--- config.mk ---
export PLATFORM = sky130hd
export DESIGN_NAME = fetch_unit_flat
export DESIGN_NICKNAME = d
export VERILOG_FILES = /design/src/rtl/mips_pkg.sv /design/src/rtl/fetch_unit_if.sv /design/src/rtl/next_pc_calc.sv /design/src/rtl/fetch_unit.sv /design/src/flat_wrapper.sv
export SDC_FILE = /design/constraint.sdc
export NUM_CORES = 1
export LEC_CHECK = 0
export BUFFER_PORTS_ARGS = -buffer_cell sky130_fd_sc_hd__buf_2
export CAP_MARGIN = 40
export CORE_MARGIN = 5
export CORE_UTILIZATION = 40
export CTS_CLUSTER_DIAMETER = 40
export DETAILED_ROUTE_END_ITERATION = 10
export GPL_ROUTABILITY_DRIVEN = 1
export PLACE_DENSITY_LB_ADDON = 0.12
export SYNTH_ARGS = -nofsm -noshare
export SYNTH_HDL_FRONTEND = slang
export SYNTH_SLANG_ARGS = --single-unit
export TNS_END_PERCENT = 20
--- constraint.sdc ---
create_clock -name clk -period 4.55 [get_ports clk]
set_input_delay 0.455 -clock clk [delete_from_list [all_inputs] [get_ports clk]]
set_output_delay 0.455 -clock clk [all_outputs]
set_load 0.01 [all_outputs]
--- src/rtl/mips_pkg.sv ---
// Shared definitions for the MIPS front end (fetch_unit, next_pc_calc, controller).
// Holds instruction field positions, the fetch FSM state encoding, the default
// reset PC and the controller ctrl bit indices.
package mips_pkg;

    localparam logic [31:0] DefaultResetPc = 32'h0000_0000;

    // Instruction field bit positions
    localparam int unsigned OpcodeMsb = 31;
    localparam int unsigned OpcodeLsb = 26;
    localparam int unsigned RtMsb     = 20;
    localparam int unsigned RtLsb     = 16;
    localparam int unsigned FuncMsb   = 5;
    localparam int unsigned FuncLsb   = 0;
    localparam int unsigned ImmMsb    = 15;
    localparam int unsigned ImmLsb    = 0;
    localparam int unsigned JIdxMsb   = 25;
    localparam int unsigned JIdxLsb   = 0;

    // Controller ctrl vector bit indices
    localparam int unsigned CtrlJumpBit   = 1;
    localparam int unsigned CtrlBranchBit = 0;

    typedef enum logic [1:0] {
        StIdle,
        StFetch,
        StWait,
        StValid
    } fetch_state_e;

    // Sign-extended, word-scaled branch displacement.
    function automatic logic [31:0] branch_offset(logic [15:0] imm);
        return {{14{imm[15]}}, imm, 2'b00};
    endfunction

endpackage

--- src/rtl/fetch_unit_if.sv ---
// Fetch-stage bus bundle: instruction-memory request/response channel and the
// valid/ready channel to decode, plus decode's control inputs.
//   master : the fetch unit side
//   slave  : instruction memory + decode side
interface fetch_unit_if;

    logic        imem_req;
    logic [31:0] imem_addr;
    logic        imem_ready;
    logic        imem_rvalid;
    logic [31:0] imem_rdata;

    logic        instr_valid;
    logic        instr_ready;
    logic [31:0] instr;
    logic [5:0]  opcode;
    logic [4:0]  rt;
    logic [5:0]  func;
    logic [31:0] pc;
    logic [31:0] pc_plus4;

    logic        ctrl_jump;
    logic        ctrl_branch;
    logic        branch_cond;

    modport master (
        output imem_req, imem_addr,
        input  imem_ready, imem_rvalid, imem_rdata,
        output instr_valid, instr, opcode, rt, func, pc, pc_plus4,
        input  instr_ready, ctrl_jump, ctrl_branch, branch_cond
    );

    modport slave (
        input  imem_req, imem_addr,
        output imem_ready, imem_rvalid, imem_rdata,
        input  instr_valid, instr, opcode, rt, func, pc, pc_plus4,
        output instr_ready, ctrl_jump, ctrl_branch, branch_cond
    );

endinterface

--- src/rtl/next_pc_calc.sv ---
// Combinational next-PC selection.
//   pc_plus4_i    : sequential PC of the current instruction
//   instr_i       : current instruction word
//   ctrl_jump_i   : J-type jump (priority over branch)
//   ctrl_branch_i : conditional branch
//   branch_cond_i : branch comparison result
//   next_pc_o     : PC of the next instruction to fetch
module next_pc_calc
    import mips_pkg::*;
(
    input  logic [31:0] pc_plus4_i,
    input  logic [31:0] instr_i,
    input  logic        ctrl_jump_i,
    input  logic        ctrl_branch_i,
    input  logic        branch_cond_i,
    output logic [31:0] next_pc_o
);

    // Opcode bits are decoded upstream; not needed for target arithmetic.
    logic unused_instr_bits;
    assign unused_instr_bits = ^instr_i[OpcodeMsb:OpcodeLsb];

    always_comb begin
        next_pc_o = pc_plus4_i;
        if (ctrl_jump_i) begin
            next_pc_o = {pc_plus4_i[31:28], instr_i[JIdxMsb:JIdxLsb], 2'b00};
        end else if (ctrl_branch_i && branch_cond_i) begin
            next_pc_o = pc_plus4_i + branch_offset(instr_i[ImmMsb:ImmLsb]);
        end
    end

endmodule

--- src/rtl/fetch_unit.sv ---
// Instruction fetch stage. Issues one instruction-memory read at a time from pc,
// latches the returned word and offers it to decode under valid/ready. On the
// decode handshake pc advances to the jump/branch/sequential target.
//   clk, rst_n : clock, asynchronous active-low reset
//   bus        : fetch_unit_if master (imem request/response, decode channel)
module fetch_unit
    import mips_pkg::*;
#(
    parameter logic [31:0] RESET_PC = DefaultResetPc
) (
    input  logic          clk,
    input  logic          rst_n,
    fetch_unit_if.master  bus
);

    fetch_state_e state_q, state_d;
    logic [31:0]  pc_q, pc_d;
    logic [31:0]  instr_q, instr_d;
    logic [31:0]  pc_plus4;
    logic [31:0]  next_pc;

    assign pc_plus4 = pc_q + 32'd4;

    next_pc_calc u_next_pc_calc (
        .pc_plus4_i    (pc_plus4),
        .instr_i       (instr_q),
        .ctrl_jump_i   (bus.ctrl_jump),
        .ctrl_branch_i (bus.ctrl_branch),
        .branch_cond_i (bus.branch_cond),
        .next_pc_o     (next_pc)
    );

    always_ff @(posedge clk or negedge rst_n) begin
        if (!rst_n) begin
            state_q <= StIdle;
            pc_q    <= RESET_PC;
            instr_q <= 32'h0;
        end else begin
            state_q <= state_d;
            pc_q    <= pc_d;
            instr_q <= instr_d;
        end
    end

    // rvalid only matters in StWait, so a stale response after reset is dropped.
    always_comb begin
        state_d = state_q;
        pc_d    = pc_q;
        instr_d = instr_q;
        unique case (state_q)
            StIdle: begin
                state_d = StFetch;
            end
            StFetch: begin
                if (bus.imem_ready) begin
                    state_d = StWait;
                end
            end
            StWait: begin
                if (bus.imem_rvalid) begin
                    instr_d = bus.imem_rdata;
                    state_d = StValid;
                end
            end
            StValid: begin
                if (bus.instr_ready) begin
                    pc_d    = next_pc;
                    state_d = StFetch;
                end
            end
            default: begin
                state_d = StIdle;
            end
        endcase
    end

    assign bus.imem_req    = (state_q == StFetch);
    assign bus.imem_addr   = pc_q;
    assign bus.instr_valid = (state_q == StValid);
    assign bus.instr       = instr_q;
    assign bus.opcode      = instr_q[OpcodeMsb:OpcodeLsb];
    assign bus.rt          = instr_q[RtMsb:RtLsb];
    assign bus.func        = instr_q[FuncMsb:FuncLsb];
    assign bus.pc          = pc_q;
    assign bus.pc_plus4    = pc_plus4;

endmodule

--- src/flat_wrapper.sv ---
// flat-port wrapper written by rule: the top's interface ports become plain ports
module fetch_unit_flat import mips_pkg::*;
#(
    parameter logic [31:0] RESET_PC = DefaultResetPc
)
  (clk, rst_n, bus_imem_req, bus_imem_addr, bus_imem_ready, bus_imem_rvalid, bus_imem_rdata, bus_instr_valid, bus_instr, bus_opcode, bus_rt, bus_func, bus_pc, bus_pc_plus4, bus_instr_ready, bus_ctrl_jump, bus_ctrl_branch, bus_branch_cond);
  fetch_unit_if bus_i ();
  input  logic clk;
  input  logic rst_n;
  output wire logic [$bits(bus_i.imem_req)-1:0] bus_imem_req;
  output wire logic [$bits(bus_i.imem_addr)-1:0] bus_imem_addr;
  input wire logic [$bits(bus_i.imem_ready)-1:0] bus_imem_ready;
  input wire logic [$bits(bus_i.imem_rvalid)-1:0] bus_imem_rvalid;
  input wire logic [$bits(bus_i.imem_rdata)-1:0] bus_imem_rdata;
  output wire logic [$bits(bus_i.instr_valid)-1:0] bus_instr_valid;
  output wire logic [$bits(bus_i.instr)-1:0] bus_instr;
  output wire logic [$bits(bus_i.opcode)-1:0] bus_opcode;
  output wire logic [$bits(bus_i.rt)-1:0] bus_rt;
  output wire logic [$bits(bus_i.func)-1:0] bus_func;
  output wire logic [$bits(bus_i.pc)-1:0] bus_pc;
  output wire logic [$bits(bus_i.pc_plus4)-1:0] bus_pc_plus4;
  input wire logic [$bits(bus_i.instr_ready)-1:0] bus_instr_ready;
  input wire logic [$bits(bus_i.ctrl_jump)-1:0] bus_ctrl_jump;
  input wire logic [$bits(bus_i.ctrl_branch)-1:0] bus_ctrl_branch;
  input wire logic [$bits(bus_i.branch_cond)-1:0] bus_branch_cond;
  assign bus_imem_req = bus_i.imem_req;
  assign bus_imem_addr = bus_i.imem_addr;
  assign bus_i.imem_ready = bus_imem_ready;
  assign bus_i.imem_rvalid = bus_imem_rvalid;
  assign bus_i.imem_rdata = bus_imem_rdata;
  assign bus_instr_valid = bus_i.instr_valid;
  assign bus_instr = bus_i.instr;
  assign bus_opcode = bus_i.opcode;
  assign bus_rt = bus_i.rt;
  assign bus_func = bus_i.func;
  assign bus_pc = bus_i.pc;
  assign bus_pc_plus4 = bus_i.pc_plus4;
  assign bus_i.instr_ready = bus_instr_ready;
  assign bus_i.ctrl_jump = bus_ctrl_jump;
  assign bus_i.ctrl_branch = bus_ctrl_branch;
  assign bus_i.branch_cond = bus_branch_cond;
  fetch_unit #(.RESET_PC(RESET_PC)) u_core (.clk(clk), .rst_n(rst_n), .bus(bus_i));
endmodule
Word level (Yosys, flattened, before mapping)
Cells that the tools add are included.
{ "word_totals": {"register_bits": 66, "wordCells": 22} }
{ "classes": {"n_addsub": 2, "n_eq_ne": 6, "muxes": 6, "n_reduce_logical": 5} }
{ "ops": {"columns": ["op", "count"], "rows": [
  ["32-bit two-way mux", 2],
  ["32-bit by 3-bit adder with 32-bit output, second input constant", 1],
  ["32-bit adder", 1],
  ["2-bit one-hot mux with 4 select lines", 1],
  ["2-bit two-way mux", 3],
  ["2-bit equality test, second input constant", 2],
  ["2-bit by 1-bit != test with 1-bit output, second input constant", 2],
  ["2-bit AND reduction", 2],
  ["3-bit AND reduction", 1],
  ["2-bit by 1-bit equality test with 1-bit output, second input constant", 1],
  ["2-bit zero test", 1],
  ["2-bit != test, second input constant", 1],
  ["1-bit logical AND", 1]
]} }

Logic depth before layout (Yosys ltp)
Gate-level depths: netlist of run 1.
{ "logic_depth": {"depth_word": 4, "ltp_mapped": 18, "mapped_depth_nobuf": 17} }

Hierarchy
A second synthesis of run 1 with hierarchy kept.
{ "hier_totals": {"hier_cells": 609, "area_unflattened_um2": 5607.9} }
{ "modules_own_cells": {"columns": ["module", "instances", "cells_per_inst", "area_each_um2"], "rows": [
  ["fetch_unit", 1, 285, 3468.3],
  ["next_pc_calc", 1, 324, 2139.6]
]} }

Least setup slack after synthesis of run 1
No wires, ideal clock.
{ "synth_path": {"path_type": "register to register", "start": "register u_core.pc_q[2], in the netlist u_core.bus.imem_addr[2]", "end": "register u_core.pc_q[31], in the netlist u_core.bus.imem_addr[31]", "arrival_time_ns": 3.859, "required_ns": 4.421, "slack_ns": 0.562, "path_stages_with_launch": 19, "n_path_buf": 1, "synth_period_minus_slack_ns": 3.988, "cell_sequence": "dfrtp_1 -> ha_1 -> inv_1 -> nor2_1 -> nand3_1 -> nor4_4 -> nand3_1 -> xnor2_1 -> ha_1 -> clkbuf_2 -> a21oi_1 -> o21ai_0 -> o311ai_0 -> a21o_1 -> a21oi_1 -> a211oi_1 -> xor2_1 -> nor2_1 -> xor2_1"} }
{ "synth_via": {"elab_chain_len": 4} }
{ "synth_lines": {"columns": ["item", "line", "rtl"], "rows": [
  ["from (decl)", "fetch_unit.sv:17", "logic [31:0] pc_q, pc_d;"],
  ["from (signal assigned)", "fetch_unit.sv:40", "pc_q <= pc_d;"],
  ["32-bit by 3-bit adder with 32-bit output", "fetch_unit.sv:22", "assign pc_plus4 = pc_q + 32'd4;"],
  ["named net bus_pc_plus4[22]", "flat_wrapper.sv:21", "output wire logic [$bits(bus_i.pc_plus4)-1:0] bus_pc_plus4;"],
  ["32-bit adder", "next_pc_calc.sv:28", "next_pc_o = pc_plus4_i + branch_offset(instr_i[ImmMsb:ImmLsb]);"],
  ["32-bit two-way mux", "next_pc_calc.sv:27", "end else if (ctrl_branch_i && branch_cond_i) begin"],
  ["32-bit two-way mux", "next_pc_calc.sv:25", "if (ctrl_jump_i) begin"]
]} }
The timed path passes the listed nets, and every way through them passes these cells.
A chain may end at the register's enable or synchronous reset.

Worst setup path after layout of run 1
{ "layout_path": {"start": "register u_core.pc_q[2], in the netlist u_core.bus.imem_addr[2]", "end": "register u_core.pc_q[25], in the netlist u_core.bus.imem_addr[25]"} }
{ "layout_via": {"elab_chain_len": 4} }
{ "layout_lines": {"columns": ["item", "line"], "rows": [
  ["32-bit by 3-bit adder with 32-bit output (*)", "fetch_unit.sv:22"],
  ["32-bit adder", "next_pc_calc.sv:28"],
  ["32-bit two-way mux (*)", "next_pc_calc.sv:27"],
  ["32-bit two-way mux (*)", "next_pc_calc.sv:25"]
]} }
Every way passes the cells marked *; elsewhere a longest branch is shown, timed or not.

==> results of run 1 <==
-- registers in the layout, indices dropped and copies added (netlist names) --
register / flops
u_core.bus.imem_addr: 30
u_core.bus.instr: 32
u_core.state_q: 2
-- critical path: stages (launching register included) --
cell      delay (ns)
dfrtp_1         0.46
ha_1            0.25
inv_1           0.06
nor2_1          0.15
nand3_1         0.23
nor2_1          0.29
nand3_1         0.13
xnor2_1         0.40
ha_1            0.41
and2_1          0.21
a221oi_1        0.24
a21boi_2        0.32
o21bai_2        0.13
a31oi_1         0.42
mux2i_1         0.24
nor2_1          0.06
-- synthesized netlist by cell type (all sizes together), types with 8 or more instances --
cell type	count	area, sq um
nor2	36	143
ha	40	500
nor3	9	45.0
nand3	20	110
nand2	61	229
o21bai	8	63.8
inv	15	56.3
nand4	14	93.8
a21o	24	180
dfrtp	64	1600
buf	58	418
and3	14	87.6
clkbuf	24	95.1
o21ai	46	230
xnor2	32	280
xor2	19	166
mux2	32	360
a21oi	49	249
-- layout make-up --
| type | count | area (sq um) |
|---|---|---|
| repair buffers | 192 | 1040 |
| clock buffers | 11 | 233 |
| flip-flops and latches | 64 | 1600 |
| fillers | 1366 | 7190 |
| well taps | 180 | 225 |
| inverters | 15 | 56.3 |
| clock inverters | 5 | 33.8 |
| multi-input cells | 491 | 3440 |
-- layout by cell type, fill, tap and decap left out, types with 7 or more instances in the layout --
cell type and instances:
nor2_1 35, and3_1 14, clkbuf_16 9, o21ai_0 44
xnor2_1 32, nand2_1 61, buf_4 9, nor3_1 9
mux2_2 32, xor2_1 19, a211oi_1 7, nand3_1 18
and2_1 7, ha_1 40, inv_1 15, buf_2 180
a21oi_1 48, o21bai_1 7, dfrtp_1 64, a21o_1 24
nand4_1 13
-- final timing paths --
kind,from,to,slack (ns),cells past startpoint
min reg2reg,u_core.bus.instr[22],u_core.bus.instr[22],0.53,1
min in group clk,bus_imem_rdata[6],u_core.bus.instr[6],0.34,2
max in group asynchronous,rst_n,u_core.bus.instr[25],3.88,3
max,u_core.bus.imem_addr[2],u_core.bus.imem_addr[25],0.44,15
min,rst_n,u_core.bus.instr[6],0.12,2
max reg2reg,u_core.bus.imem_addr[2],u_core.bus.imem_addr[25],0.44,15
-- power groups by stage --
stage	Sequential (W)	Clock [W]	Combinational, W
detailed placement	0.00126	0	0.00379
global route	0.00131	0.000685	0.00421
CTS	0.00126	0.000664	0.00382
finish	0.00125	0.000648	0.00382
floorplan	0.00130	0	0.00269
global placement	0.00127	0	0.00374
-- layer usage --
metal | up-vias | global-route usage [%] | part of all wire, %
met3 | 25 | 3.42 | 5.3
met1 | 2526 | 30.4 | 47
li1 | 2522 | - | -
met4 | 0 | 7.68 | 1.9
met2 | 177 | 33.8 | 46
met5 | - | 0 | 0
-- metrics by stage --
stage,setup WS (ns),total power (W),area (sq um)
final,0.443,0.00572,6640
after global routing,0.0486,0.00621,6640
after CTS,0.386,0.00574,6640
after detailed placement,0.406,0.00505,6370
after global placement,0.521,0.00501,6300
after floorplan,0.562,0.00399,5620
-- cells by family after synthesis --
group                      Yosys count  share of synthesized area (%)
buffers and inverters               97                           10.2
and+or+nand+nor                    185                           17.2
adders and majority gates           41                           9.30
AOI/OAI and AO/OA                  171                           19.4
muxes                               37                           7.33
xor gates and xnor gates            51                           7.98
DFF                                 64                           28.6
other                                1                         0.0670
==> flow_metrics.py, run 1 <==
metrics = {
    "outcome": {
        "status": "completed",
    },
    "clocking": {
        "cts_root_buf": "clkbuf_16",
        "cts_tree": "yes",
        "postCtsSetupBuffers": 0,
        "insertion_delay_ns": 0.34,
        "hold_buffers": 0,
        "cts_buffers": 9,
        "cts.sinks": 64,
        "htreeDepth": 3,
        "clk_pin_slew_ns": 0.06,
        "post_cts_resized": 0,
        "clock_path_buffers": 2,
    },
    "worst_setup_path": {
        "worstSetupPathType": "flop to flop",
        "endpoint_kind": "flop",
        "start_kind": "flop",
        "crit_path_max_fanout": 7,
        "cp.required_ns": 4.78,
        "worstPathArrival_ns": 4.34,
    },
    "synthesis": {
        "ys_warn_count": 0,
        "postSynthAreaPerCell_sq_um": 8.65,
        "synthCells": 647,
        "synth_edf_count": 0,
        "async_reset_ff_share_pct": 100,
        "yosysSeqAreaShare_pct": 28.6,
        "synth_flop_cell": "dfrtp_1",
        "yosysUniqueCellTypes": 67,
        "ys_seq_elements": 64,
        "netlist_area_sq_um": 5600,
    },
    "finish": {
        "syn_to_final_growth_pct": 18.6,
        "antennaDiodeCount": 0,
        "post-route-util_pct": 48.0,
        "drive_above_1_share_pct": 32.1,
        "finalNetCount": 854,
        "fin_cells": 958,
    },
    "place": {
        "dpl.cell_count": 942,
        "dp_hpwl_microns": 13600,
        "place_congestion": 0.877,
        "port-buffer-count": 180,
    },
    "power": {
        "p_sw_share_pct": 50.2,
        "p_sw_w": 0.00287,
        "p_int_w": 0.00285,
        "seqPwrFrac_pct": 21.9,
        "clkPwrFrac_pct": 11.3,
        "power_frac_comb_pct": 66.8,
        "power_density_nw_per_um2": 862,
        "ir_drop_uv": 383,
        "leakage_nw": 3.28,
    },
    "sta": {
        "fmax_ghz": 0.243,
        "clock_skew_ns": 0.00598,
        "grt_setup_unrepaired": "no",
        "setup_viol": 0,
        "period_share_pct": 90.3,
        "finalSetupTns_ns": 0,
        "hold_violations": 0,
        "period_minus_slack_ns": 4.11,
        "relSlewSlack_pct": 50.4,
        "tightest_slew_ns": 0.743,
        "final-max-slew-violation-count": 0,
        "fin_hold_ws_ns": 0.119,
    },
    "floorplan": {
        "die_h_microns": 128,
        "coreArea_sq_um": 13800,
        "die_area_sq_um": 16500,
        "rows": 43,
        "start_util_pct": 40.5,
        "die_width_microns": 128,
        "ios": 187,
    },
    "flow_run": {
        "max-cap-violations": 0,
    },
    "min_path": {
        "min_path_type": "input pin to asynchronous set/reset pin",
    },
    "route": {
        "avgViaCountPerCell": 5.48,
        "wirelength_microns": 17900,
        "first_pass_iters": 4,
        "post_drt_wl_per_cell_microns": 18.6,
        "drt_iter0_markers": 305,
        "drc_errors": 0,
        "ant_nets": 0,
        "vias": 5250,
    },
    "global_route": {
        "grt_antenna_before_repair": 0,
        "grt-ovfl-total": 0,
        "grt_pass1_wl_microns": 28300,
        "grt_pass1_vias": 5202,
        "grt_use_total_pct": 21.7,
        "grt_max_degree": 39,
    },
}
Power figures use the tool's default switching activity.
==> inputs of run 2 (changes only) <==
==> constraint.sdc (replaced) <==
create_clock -name clk -period 4.3 [get_ports clk]
set_input_delay 0.43 -clock clk [delete_from_list [all_inputs] [get_ports clk]]
set_output_delay 0.43 -clock clk [all_outputs]
set_load 0.02 [all_outputs]
==> run 2 against run 1 <==
Effect of this change: sequential cell count stayed put; combinational power increased by 20%; die area unchanged; clock power grew 16%; largest cell class unchanged; largest power group unchanged; highest routed layer unchanged.
==> flow_metrics.py, run 2 (same netlist as run 1, synthesis figures left out) <==
metrics = {
    "global_route": {
        "grt_antenna_before_repair": 0,
        "grt_use_total_pct": 21.8,
        "grt-ovfl-total": 0,
        "grt_pass1_wl_microns": 28300,
        "grt_max_degree": 40,
        "grt_pass1_vias": 5050,
    },
    "route": {
        "drt_iter0_markers": 348,
        "avgViaCountPerCell": 5.40,
        "vias": 5195,
        "wirelength_microns": 18000,
        "post_drt_wl_per_cell_microns": 18.7,
        "drc_errors": 0,
        "ant_nets": 0,
        "first_pass_iters": 7,
    },
    "power": {
        "power_density_nw_per_um2": 998,
        "ir_drop_uv": 466,
        "leakage_nw": 3.31,
    },
    "floorplan": {
        "die_h_microns": 128,
        "rows": 43,
        "start_util_pct": 40.5,
        "ios": 187,
        "coreArea_sq_um": 13800,
        "die_width_microns": 128,
        "die_area_sq_um": 16500,
    },
    "outcome": {
        "status": "completed",
    },
    "place": {
        "place_congestion": 0.920,
        "port-buffer-count": 180,
        "dp_hpwl_microns": 13800,
        "dpl.cell_count": 946,
    },
    "sta": {
        "grt_setup_unrepaired": "no",
        "hold_violations": 0,
        "final-max-slew-violation-count": 0,
        "finalSetupTns_ns": 0,
        "relSlewSlack_pct": 45.8,
        "period_minus_slack_ns": 3.96,
        "setup_viol": 0,
        "clock_skew_ns": 0.00723,
        "fmax_ghz": 0.253,
        "tightest_slew_ns": 0.812,
        "period_share_pct": 92.0,
    },
    "clocking": {
        "cts_root_buf": "clkbuf_16",
        "clock_path_buffers": 2,
        "postCtsSetupBuffers": 0,
        "htreeDepth": 3,
        "cts_buffers": 9,
        "insertion_delay_ns": 0.34,
        "hold_buffers": 0,
        "clk_pin_slew_ns": 0.06,
        "cts_tree": "yes",
        "cts.sinks": 64,
    },
    "worst_setup_path": {
        "start_kind": "flop",
        "ff2ff_setup_slack_ns": 0.34,
        "endpoint": "u_core.bus.imem_addr[25]",
        "r2r-start": "u_core.bus.imem_addr[3]",
        "endpoint_kind": "flop",
        "cp.required_ns": 4.52,
        "r2r_cells": 16,
        "crit_start": "u_core.bus.imem_addr[3]",
        "worstPathArrival_ns": 4.18,
        "crit_path_max_fanout": 6,
        "r2r_end": "u_core.bus.imem_addr[25]",
        "worstSetupPathType": "flop to flop",
    },
    "finish": {
        "finalNetCount": 858,
        "syn_to_final_growth_pct": 19.6,
        "post-route-util_pct": 48.4,
        "largest_reg_flops": 32,
        "final_common_cell": "buf_2",
        "drive_above_1_share_pct": 33.5,
        "antennaDiodeCount": 0,
        "final_cell_mix": "buf_2 (180), dfrtp_1 (64), nand2_1 (61)",
        "fin_cells": 962,
    },
    "min_path": {
        "min_path_type": "input pin to asynchronous set/reset pin",
    },
    "flow_run": {
        "max-cap-violations": 0,
    },
}
## run 2: changes by cell type in the layout (fill, tap and decap cells not counted), moves of 2 or more
| cell | before | now |
|---|---|---|
| buf_4 | 9 | 13 |
| buf_16 | 2 | 0 |
| ha_1 | 40 | 38 |
| clkbuf_1 | 2 | 0 |
| buf_8 | 0 | 3 |
| ha_2 | 0 | 2 |
## run 2: how the worst min path moves through the flow
stage | to | slack, ns | cells past startpoint
final | u_core.bus.instr[5] | 0.10 | 1
after floorplan | u_core.bus.imem_addr[10] | 0.13 | 0
after CTS | u_core.bus.instr[5] | 0.12 | 1
after detailed placement | u_core.bus.instr[5] | 0.49 | 1
after global placement | u_core.bus.instr[5] | 0.48 | 1
after global routing | u_core.bus.instr[4] | 0.16 | 1
## run 2: critical path, cell delays in order, from the launching register on
cell and delay [ns]:
dfrtp_1 0.43, ha_1 0.24, inv_1 0.06, nor2_1 0.16, buf_4 0.16, nand3_1 0.13, xnor2_1 0.29, ha_1 0.35
a21o_1 0.20, a21o_1 0.18, a21o_1 0.18, a221oi_1 0.25, a21boi_2 0.28, o21bai_2 0.12, a31oi_1 0.46, mux2i_1 0.27
nor2_1 0.06
## run 2: area by class of cell
class	count	area, sq um
Timing Repair Buffer	196	1040
Inverter	15	56.3
Sequential cell	64	1600
Clock buffer	9	225
Tap cell	180	225
Clock inverter	7	72.6
Multi-Input combinational cell	491	3470
Fill cell	1363	7130
## run 2: routing by layer
metal	part of all wire [%]	global-route usage [%]	vias to the layer above
li1	-	-	2527
met1	47	30.6	2488
met2	46	34.3	169
met3	6.2	4.58	11
met4	1.1	5.24	0
met5	0	0	-
## run 2: through the flow
step | hold WS [ns] | power, W | setup WS, ns | area [sq um]
final | 0.105 | 0.00668 | 0.344 | 6700
after floorplan | 0.134 | 0.00472 | 0.0363 | 5620
after detailed placement | 0.486 | 0.00588 | 0.390 | 6370
after global routing | 0.161 | 0.00719 | 0.00474 | 6700
after global placement | 0.483 | 0.00585 | 0.367 | 6330
after CTS | 0.116 | 0.00668 | 0.350 | 6670
## run 2: what timing repair did
action	CTS	global route
endpoints found under the setup margin	0	4
gates resized for setup	0	7
hold endpoints to repair	0	0
## run 2: report_power, final
group	internal (W)	switching, W
clock	0.000449	0.000301
sequential	0.000896	0.000442
combinational	0.00177	0.00282
==> inputs of run 3 (changes only) <==
--- a/config.mk
+++ b/config.mk
@@ -10,9 +10,11 @@
 export CORE_MARGIN = 5
 export CORE_UTILIZATION = 40
 export CTS_CLUSTER_DIAMETER = 40
+export CTS_CLUSTER_SIZE = 8
 export DETAILED_ROUTE_END_ITERATION = 10
 export GPL_ROUTABILITY_DRIVEN = 1
 export PLACE_DENSITY_LB_ADDON = 0.12
+export SETUP_SLACK_MARGIN = 0.4
 export SYNTH_ARGS = -nofsm -noshare
 export SYNTH_HDL_FRONTEND = slang
 export SYNTH_SLANG_ARGS = --single-unit
==> run 3 against run 2 <==
Effect of this change: combinational power is 5.2% higher; final area is 4.3% higher; wire length is 1.1% higher; via count is 2.5% higher; worst setup slack better by 0.23 ns; register-to-register slack better by 0.23 ns; power is 3.7% higher; global-route usage is 0.29 points higher; largest cell class unchanged.
==> flow_metrics.py, run 3 (same netlist as run 1, synthesis figures left out) <==
metrics = {
    "finish": {
        "finalNetCount": 870,
        "largest_reg_flops": 32,
        "ff_latch_area_sq_um": 1610,
        "multiInputGateArea_sq_um": 3650,
        "drive_above_1_share_pct": 37.4,
        "final_cell_mix": "buf_2 (180), nand2_1 (60), dfrtp_1 (55)",
        "syn_to_final_growth_pct": 24.7,
        "antennaDiodeCount": 0,
        "final_common_cell": "buf_2",
        "fill_cells": 1349,
    },
    "route": {
        "ant_nets": 0,
        "avgViaCountPerCell": 5.47,
        "first_pass_iters": 7,
        "drc_errors": 0,
        "post_drt_wl_per_cell_microns": 18.7,
        "wirelength_microns": 18200,
        "drt_iter0_markers": 359,
        "vias": 5324,
    },
    "sta": {
        "hold_violations": 0,
        "finalSetupTns_ns": 0,
        "period_minus_slack_ns": 3.73,
        "period_share_pct": 86.7,
        "setup_ws_ns": 0.573,
        "final-max-slew-violation-count": 0,
        "clock_skew_ns": 0.0126,
        "grt_setup_unrepaired": "yes",
        "fmax_ghz": 0.268,
        "setup_viol": 0,
        "tightest_slew_ns": 0.816,
        "relSlewSlack_pct": 45.6,
    },
    "worst_setup_path": {
        "slowest_stage": "ha_1",
        "endpoint_kind": "flop",
        "crit_path_max_fanout": 7,
        "worstPathArrival_ns": 3.96,
        "crit_path_cell_trace": "ha_2, inv_1, nor2_4, nand3_4, nor2_1, nand3_1, xnor2_2, ha_1, and2_1, nand3_1, nor4b_4, o211ai_1, and2_1, a211oi_2, xor2_1, nor2_1, xor2_1",
        "cp.buffers_inverters": 1,
        "slowest_delay_ns": 0.43,
        "crit_family": "simple AND/OR/NAND/NOR gates",
        "start_kind": "flop",
        "cp.required_ns": 4.53,
        "worstSetupPathType": "flop to flop",
    },
    "global_route": {
        "grt_pass1_wl_microns": 28700,
        "grt_max_degree": 39,
        "grt-ovfl-total": 0,
        "grt_antenna_before_repair": 0,
        "grt_pass1_vias": 5251,
        "grt_use_total_pct": 22.1,
    },
    "place": {
        "port-buffer-count": 180,
        "dp_hpwl_microns": 13500,
        "place_congestion": 0.880,
        "dp_slack_ns": 0.281,
    },
    "floorplan": {
        "ios": 187,
        "start_util_pct": 40.5,
        "rows": 43,
        "die_area_sq_um": 16500,
        "die_width_microns": 128,
        "coreArea_sq_um": 13800,
        "die_h_microns": 128,
    },
    "power": {
        "power_density_nw_per_um2": 992,
        "ir_drop_uv": 474,
        "leakage_nw": 3.40,
    },
    "clocking": {
        "clock_path_buffers": 2,
        "cts_buffers": 9,
        "insertion_delay_ns": 0.35,
        "clk_pin_slew_ns": 0.07,
        "cts_root_buf": "clkbuf_16",
        "cts_tree": "yes",
        "cts.sinks": 64,
        "htreeDepth": 3,
    },
    "min_path": {
        "min_path_type": "input pin to asynchronous set/reset pin",
    },
    "flow_run": {
        "max-cap-violations": 0,
    },
    "outcome": {
        "status": "completed",
    },
}
run 3: cell types whose count changed in the layout (fill, tap and decap cells not counted), moves of 3 or more:
| cell | change |
|---|---|
| xnor2_1 | -4 |
| ha_4 | +6 |
| xnor2_2 | +3 |
| dfrtp_2 | +9 |
| ha_1 | -5 |
| buf_4 | +12 |
| dfrtp_1 | -9 |
run 3: cell type report:
type                    instances  area share (%)
flip-flops and latches         64            23.1
well taps                     180            3.23
inverters                      15           0.806
repair buffers                208            16.4
multi-input cells             491            52.3
clock inverters                 5           0.824
clock buffers                  11            3.33
run 3: per-stage QoR:
| step | power, W | hold slack (ns) | util, % | instance area, sq um | cells |
|---|---|---|---|---|---|
| 2_1_floorplan | 0.00475 | 0.134 | - | 5660 | 652 |
| 3_3_place_gp | 0.00587 | 0.504 | 46.0 | 6360 | 942 |
| 3_5_place_dp | 0.00589 | 0.510 | 46.3 | 6400 | 944 |
| 4_1_cts | 0.00668 | 0.147 | 48.6 | 6710 | 961 |
| 5_1_grt | 0.00746 | 0.184 | 50.5 | 6980 | 974 |
| 6_report | 0.00693 | 0.135 | 50.5 | 6980 | 974 |
run 3: worst register-to-register path: stages (launching register included):
cell      delay, ns
dfrtp_2        0.42
ha_2           0.22
inv_1          0.07
nor2_4         0.16
nand3_4        0.12
nor2_1         0.22
nand3_1        0.16
xnor2_2        0.21
ha_1           0.43
and2_1         0.22
nand3_1        0.17
nor4b_4        0.29
o211ai_1       0.14
and2_1         0.20
a211oi_2       0.20
xor2_1         0.17
nor2_1         0.06
xor2_1         0.14
run 3: path summary, 6_finish.rpt:
path | slack (ns) | startpoint | depth (start not counted) | endpoint
worst min-delay path | 0.13 | rst_n | 1 | u_core.bus.instr[4]
min in group clk | 0.31 | bus_imem_rdata[15] | 2 | u_core.bus.instr[15]
max in group asynchronous | 3.16 | rst_n | 2 | u_core.bus.imem_addr[3]
worst max register to register | 0.57 | u_core.bus.imem_addr[2] | 17 | u_core.bus.imem_addr[31]
worst min register to register | 0.53 | u_core.bus.instr[30] | 1 | u_core.bus.instr[30]
worst max-delay path | 0.57 | u_core.bus.imem_addr[2] | 17 | u_core.bus.imem_addr[31]
run 3: timing repair:
| action | CTS | global route |
|---|---|---|
| setup endpoints to repair | 4 | 11 |
| pin swaps | 2 | 10 |
| hold buffers | 0 | 0 |
| hold endpoints to repair | 0 | 0 |
| gates resized for setup | 4 | 32 |
| setup buffers | 1 | 13 |
run 3: metal layers:
| metal | share of wire [%] | vias to the layer above | track usage [%] |
|---|---|---|---|
| met5 | 0 | - | 0 |
| met4 | 2.1 | 0 | 7.55 |
| met3 | 5.6 | 28 | 3.88 |
| met2 | 46 | 165 | 34.8 |
| met1 | 46 | 2574 | 30.5 |
| li1 | - | 2557 | - |
run 3: power by group:
group | switching [W] | internal (W)
registers | 0.000439 | 0.000903
clock network | 0.000302 | 0.000448
logic | 0.00290 | 0.00193
